==> src/rtl/serial_operand_feeder.sv <==
// Loads a pair of parallel operands plus carry-in and streams them LSB-first to a
// bit-serial adder, framing each operand set with first/last and holding the adder in reset between frames.
module serial_operand_feeder #(
    parameter int WIDTH = 8
) (
    input  logic             clk,
    input  logic             reset,
    input  logic             in_valid,
    output logic             in_ready,
    input  logic [WIDTH-1:0] op_a,
    input  logic [WIDTH-1:0] op_b,
    input  logic             op_cin,
    input  logic             abort,
    output logic             a,
    output logic             b,
    output logic             cin,
    output logic             adder_rst,
    output logic             first,
    output logic             last,
    output logic             busy
);

    localparam int CNT_W = $clog2(WIDTH);
    localparam logic [CNT_W-1:0] CNT_LAST = CNT_W'(WIDTH - 1);

    typedef enum logic {
        IDLE,
        SHIFT
    } state_t;

    state_t           state_q, state_d;
    logic [CNT_W-1:0] cnt_q, cnt_d;
    logic [WIDTH-1:0] sh_a_q, sh_a_d;
    logic [WIDTH-1:0] sh_b_q, sh_b_d;
    logic             carry_q, carry_d;

    logic a_q, a_d;
    logic b_q, b_d;
    logic cin_out_q, cin_out_d;
    logic first_q, first_d;
    logic last_q, last_d;
    logic busy_q, busy_d;
    logic adder_rst_q, adder_rst_d;

    assign in_ready  = (state_q == IDLE);
    assign a         = a_q;
    assign b         = b_q;
    assign cin       = cin_out_q;
    assign first     = first_q;
    assign last      = last_q;
    assign busy      = busy_q;
    assign adder_rst = adder_rst_q;

    always_comb begin
        state_d     = state_q;
        cnt_d       = cnt_q;
        sh_a_d      = sh_a_q;
        sh_b_d      = sh_b_q;
        carry_d     = carry_q;
        a_d         = 1'b0;
        b_d         = 1'b0;
        cin_out_d   = 1'b0;
        first_d     = 1'b0;
        last_d      = 1'b0;
        busy_d      = 1'b0;
        adder_rst_d = 1'b1;

        case (state_q)
            IDLE: begin
                if (in_valid) begin
                    state_d = SHIFT;
                    cnt_d   = '0;
                    sh_a_d  = op_a;
                    sh_b_d  = op_b;
                    carry_d = op_cin;
                end
            end
            SHIFT: begin
                // An abort leaves every output at its idle default on the next edge.
                if (abort) begin
                    state_d = IDLE;
                end else begin
                    a_d         = sh_a_q[0];
                    b_d         = sh_b_q[0];
                    cin_out_d   = carry_q & (cnt_q == '0);
                    first_d     = (cnt_q == '0);
                    last_d      = (cnt_q == CNT_LAST);
                    busy_d      = 1'b1;
                    adder_rst_d = 1'b0;
                    sh_a_d      = {1'b0, sh_a_q[WIDTH-1:1]};
                    sh_b_d      = {1'b0, sh_b_q[WIDTH-1:1]};
                    cnt_d       = cnt_q + CNT_W'(1);
                    if (cnt_q == CNT_LAST) begin
                        state_d = IDLE;
                    end
                end
            end
            default: begin
                state_d = IDLE;
            end
        endcase
    end

    always_ff @(posedge clk or negedge reset) begin
        if (!reset) begin
            state_q     <= IDLE;
            cnt_q       <= '0;
            a_q         <= 1'b0;
            b_q         <= 1'b0;
            cin_out_q   <= 1'b0;
            first_q     <= 1'b0;
            last_q      <= 1'b0;
            busy_q      <= 1'b0;
            adder_rst_q <= 1'b1;
        end else begin
            state_q     <= state_d;
            cnt_q       <= cnt_d;
            a_q         <= a_d;
            b_q         <= b_d;
            cin_out_q   <= cin_out_d;
            first_q     <= first_d;
            last_q      <= last_d;
            busy_q      <= busy_d;
            adder_rst_q <= adder_rst_d;
        end
    end

    // Operand storage is only read while SHIFT is active, so it needs no reset.
    always_ff @(posedge clk) begin
        sh_a_q  <= sh_a_d;
        sh_b_q  <= sh_b_d;
        carry_q <= carry_d;
    end

endmodule

==> config.mk <==
export PLATFORM = sky130hd
export DESIGN_NAME = serial_operand_feeder
export DESIGN_NICKNAME = d
export VERILOG_FILES = /design/src/rtl/serial_operand_feeder.sv
export SDC_FILE = /design/constraint.sdc
export NUM_CORES = 1
export LEC_CHECK = 0
export ABC_AREA = 1
export CORE_MARGIN = 2
export CORE_UTILIZATION = 43
export CTS_CLUSTER_SIZE = 10
export DETAILED_ROUTE_END_ITERATION = 8
export GPL_TIMING_DRIVEN = 0
export PLACE_DENSITY = 0.84
export REMOVE_ABC_BUFFERS = 1
export SETUP_SLACK_MARGIN = 0.2
export SYNTH_ARGS = -nofsm -noshare
export SYNTH_HDL_FRONTEND = slang
export SYNTH_SLANG_ARGS = --single-unit
==> constraint.sdc <==
create_clock -name clk -period 1.4 [get_ports clk]
set_clock_uncertainty 0.15 [all_clocks]
set_input_delay 0.42 -clock clk [delete_from_list [all_inputs] [get_ports clk]]
set_output_delay 0.42 -clock clk [all_outputs]
set_load 0.05 [all_outputs]
# Word level (Yosys, flattened, before mapping)
# Index checks and enable logic that the tools add are counted.
# word_totals
register_bits	28
in_bits	21
output_inout_bits	8
wordCells	48
# classes
n_addsub	1
n_eq_ne	3
mux	27
bitwise_logic	2
n_reduce_logical	3
# ops
operator	count
$mux W8	4
$pmux W8 S2	2
$mux W1	17
$mux W3	2
$pmux W3 S2	1
$ne A2 B2 Y1 const B	2
$reduce_and A2 Y1	2
$add A3 B1 Y3 const B	1
$eq A3 B3 Y1 const B	1
$logic_not A3 Y1	1
$pmux W1 S2	1
$and A1 B1 Y1	1
$not A1 Y1	1

# Depth between registers and ports, before layout
# depth
word_depth	4
ltp_mapped	6
depth_no_buf	6

# Worst setup path after synthesis
# No wires, ideal clock.
# synth_path
kind	register to register
startpoint	register state_q
endpoint	register sh_a_q[0] (enable)
setup_time_ns	0.372
arrival_time_ns	1.017
required_time_ns	0.878
setup_slack_ns	-0.139
path_stages_with_launch	5
path_buffers	1
synth_period_minus_slack_ns	1.539
path_cell_list	dfrtp_1 buf_6 inv_4 nand2_2 nand2_1
# synth_via
elab_chain_cells	3
elab_cells_between_ends	4
classes_between	eq/ne (2); bitwise (1); reduce/logical (1)
# synth_rtl
item	line	rtl
start, declared	31	state_t state_q, state_d;
start signal, assigned	116	state_q <= state_d;
$not A1 Y1 (no line)	--	
$ne A2 B2 Y1 (no line)	--	
$reduce_and A2 Y1 (no line) *	--	
end signal, assigned	130	sh_a_q <= sh_a_d;
end, declared	33	logic [WIDTH-1:0] sh_a_q, sh_a_d;
# Every way passes the cells marked *; elsewhere a longest branch is shown, timed or not.
# A chain may end at the register's enable or synchronous reset.

# Worst setup path in the final report
# layout_path
startpoint	register state_q
endpoint	output port in_ready
# layout_via
elab_chain_cells	1
# layout_rtl
item	line	rtl
$not A1 Y1 (no line)	--	
end, declared	9	output logic in_ready,
# No other way between the ends.

==> summary.txt <==
run status - finished with violations
failing checks - setup timing
Starting Density - 46.4%
worst-path cell chain - inv_8, buf_8
die span in x - 56.4 um
hold crit path type - input pin to asynchronous set/reset pin
# port buffers - 28
final setup margin - -0.230 ns
WS Path Type - flop to output pin
Tot Pwr - 2.08 mW
arrival time at the worst endpoint - 1.06 ns
Non-Filler Instances - 181
clock sinks - 28
TritonCTS buffer count - 3
delay-heaviest family, CP - flip-flops
CTS tree - done
setup TNS - -1.66 ns
Clock Latency Late Sink - 0.31 ns
DR WL met2 - 1.27 mm
PD cells - 1220 nW/um2
row cnt - 18
placed insts - 166
VDD IR-drop max - 757 uV
Synth Cell Area - 1180 um2
n_diodes - 0
Final Hold Fails - 0
CP startpoint kind - flop
post-synth cell types - 16
Post-DP HPWL - 1.41 mm
worst rel slew slack - 67.3%
met3 wire length - 134 um
DR pass1 iterations - 4
vias in the first global route - 823
CP endpoint kind - output pin
GRT Overall Usage - 14.4%
Die Y - 56.4 um
number of max-cap violations - 0
Syn Inst Count - 111
initial antenna violation count - 0
max incr delay on CP - 0.54 ns
post-synthesis sequential area ratio - 66.7%
nets@finish - 176
pre-CTS setup slack - -0.940 ns
Top Ports - 29
post-route ant nets - 0
total core area - 2540 um2
area leader, netlist - edfxtp_1
DR vias/cell - 4.72
RSZ-0062 raised after global routing - true
most frequent cells in the layout - nand2_1, clkdlybuf4s50_1, edfxtp_1, inv_1, buf_6
drc violations - 0
H-tree depth - 1
clock-pin slew on the worst setup and hold paths - 0.14 ns
clock tree buffer depth - 2
endpoints failing setup - 26
first-pass GRT wire length - 3.57 mm
top layer in use - met4
DR WL/cell - 13.0 um
critical-path maximum fanout - 2
synth top area cells - edfxtp_1, dfrtp_1, nand2_1
most common cell after layout, fill and taps aside - nand2_1
f_max - 0.613 GHz
share of layout cells above drive strength 1 - 27.2%
Slowest cell on crit path - dfrtp_4
Filler cells - 190
Met1 Wirelength - 927 um
Buf/Inv on CP - 2
WP data required - 0.83 ns
RD Place Congestion - 0.722
Synth Register Bits - 28
largest net degree at the start of global routing - 18
Slew Limit Fails - 0
CTS Hold Buffers Added - 0
YS warnings - 0
Post-Syn Area per Cell - 10.6 um2
die area - 3180 um2
via count - 855
clk root buf - clkbuf_4
final wirelength - 2.35 mm
Worst Max-Slew Pin Slew - 0.488 ns
gr ovfl total - 0
Lkg Pwr - 0.803 nW
Tcrit/Tclk final - 116%
DRC violation total after the first TritonRoute iteration - 36
post-route minimum period - 1.63 ns
top cell type's share of synthesized area - 43.3%
Area Growth Syn to Fin - 44.6%
cells in the mapped netlist:
master and instances:
inv_4 1, nand2_8 1, nor2_2 1, edfxtp_1 17, nand3_1 3, ha_1 3
clkinv_4 1, inv_1 12, buf_4 1, buf_6 2, dfstp_2 1, nand2_1 49
nor2_1 6, nand2_2 2, o21ai_0 1, dfrtp_1 10
state kept, by name, indices dropped and copies added (netlist names):
register   count
last           1
carry_q        1
state_q        1
sh_a_q         8
b              1
adder_rst      1
cnt_q          3
busy           1
sh_b_q         8
first          1
cin            1
a              1
metrics by stage:
stage               hold slack (ns)  instance area (um2)  utilization [%]
floorplan                   -0.0256                 1150                -
global placement              0.304                 1470             57.7
detailed placement            0.326                 1470             57.7
CTS                           0.289                 1610             63.1
global route                  0.298                 1710             67.1
finish                        0.267                 1710             67.1
power by group:
group | leakage [nW] | switching (mW) | total [mW] | internal (mW)
registers | 0.309 | 0.0665 | 1.11 | 1.04
clock network | 0.0154 | 0.218 | 0.322 | 0.104
logic | 0.478 | 0.369 | 0.650 | 0.281
repair_timing:
item,in CTS,in global routing
gates resized for setup,74,14
cloned,0,2
endpoints found under the setup margin,52,51
setup buffers,5,4
pin swaps,0,3
metal layers:
metal  vias up  track usage (%)
met5         -                0
met4         0             2.72
met3         2             3.23
met2        35             25.9
met1       396             17.7
li1        422                -
cell families after synthesis:
logic type                 count (synthesis)  share of synthesized area [%]
and+or+nand+nor                           62                           22.1
buffers and inverters                     17                           7.64
AOI/OAI and AO/OA                          1                          0.424
adders and majority gates                  3                           3.18
DFF                                       28                           66.7
final timing paths:
| path | startpoint | endpoint | slack (ns) | depth (start not counted) |
|---|---|---|---|---|
| max in group asynchronous | reset | state_q | 0.47 | 1 |
| min in group clk | sh_a_q[0] | a | 0.34 | 2 |
| worst min-delay path | reset | b | 0.27 | 1 |
| worst max-delay path | state_q | in_ready | -0.23 | 2 |
| worst max register to register | state_q | sh_b_q[5] | -0.07 | 5 |
| worst min register to register | sh_a_q[0] | a | 0.34 | 2 |
area by class of cell:
type                       count  area [um2]  share of cell area [%]
clock buffer                   3        22.5                    1.32
clock inverter                 1        3.75                   0.220
inverter                      14        67.6                    3.96
multi-input combinational     68         392                    22.9
sequential                    28         791                    46.3
tap                           30        37.5                    2.20
timing repair buffer          37         393                    23.0
No activity file was read; power rests on OpenSTA's default activity.
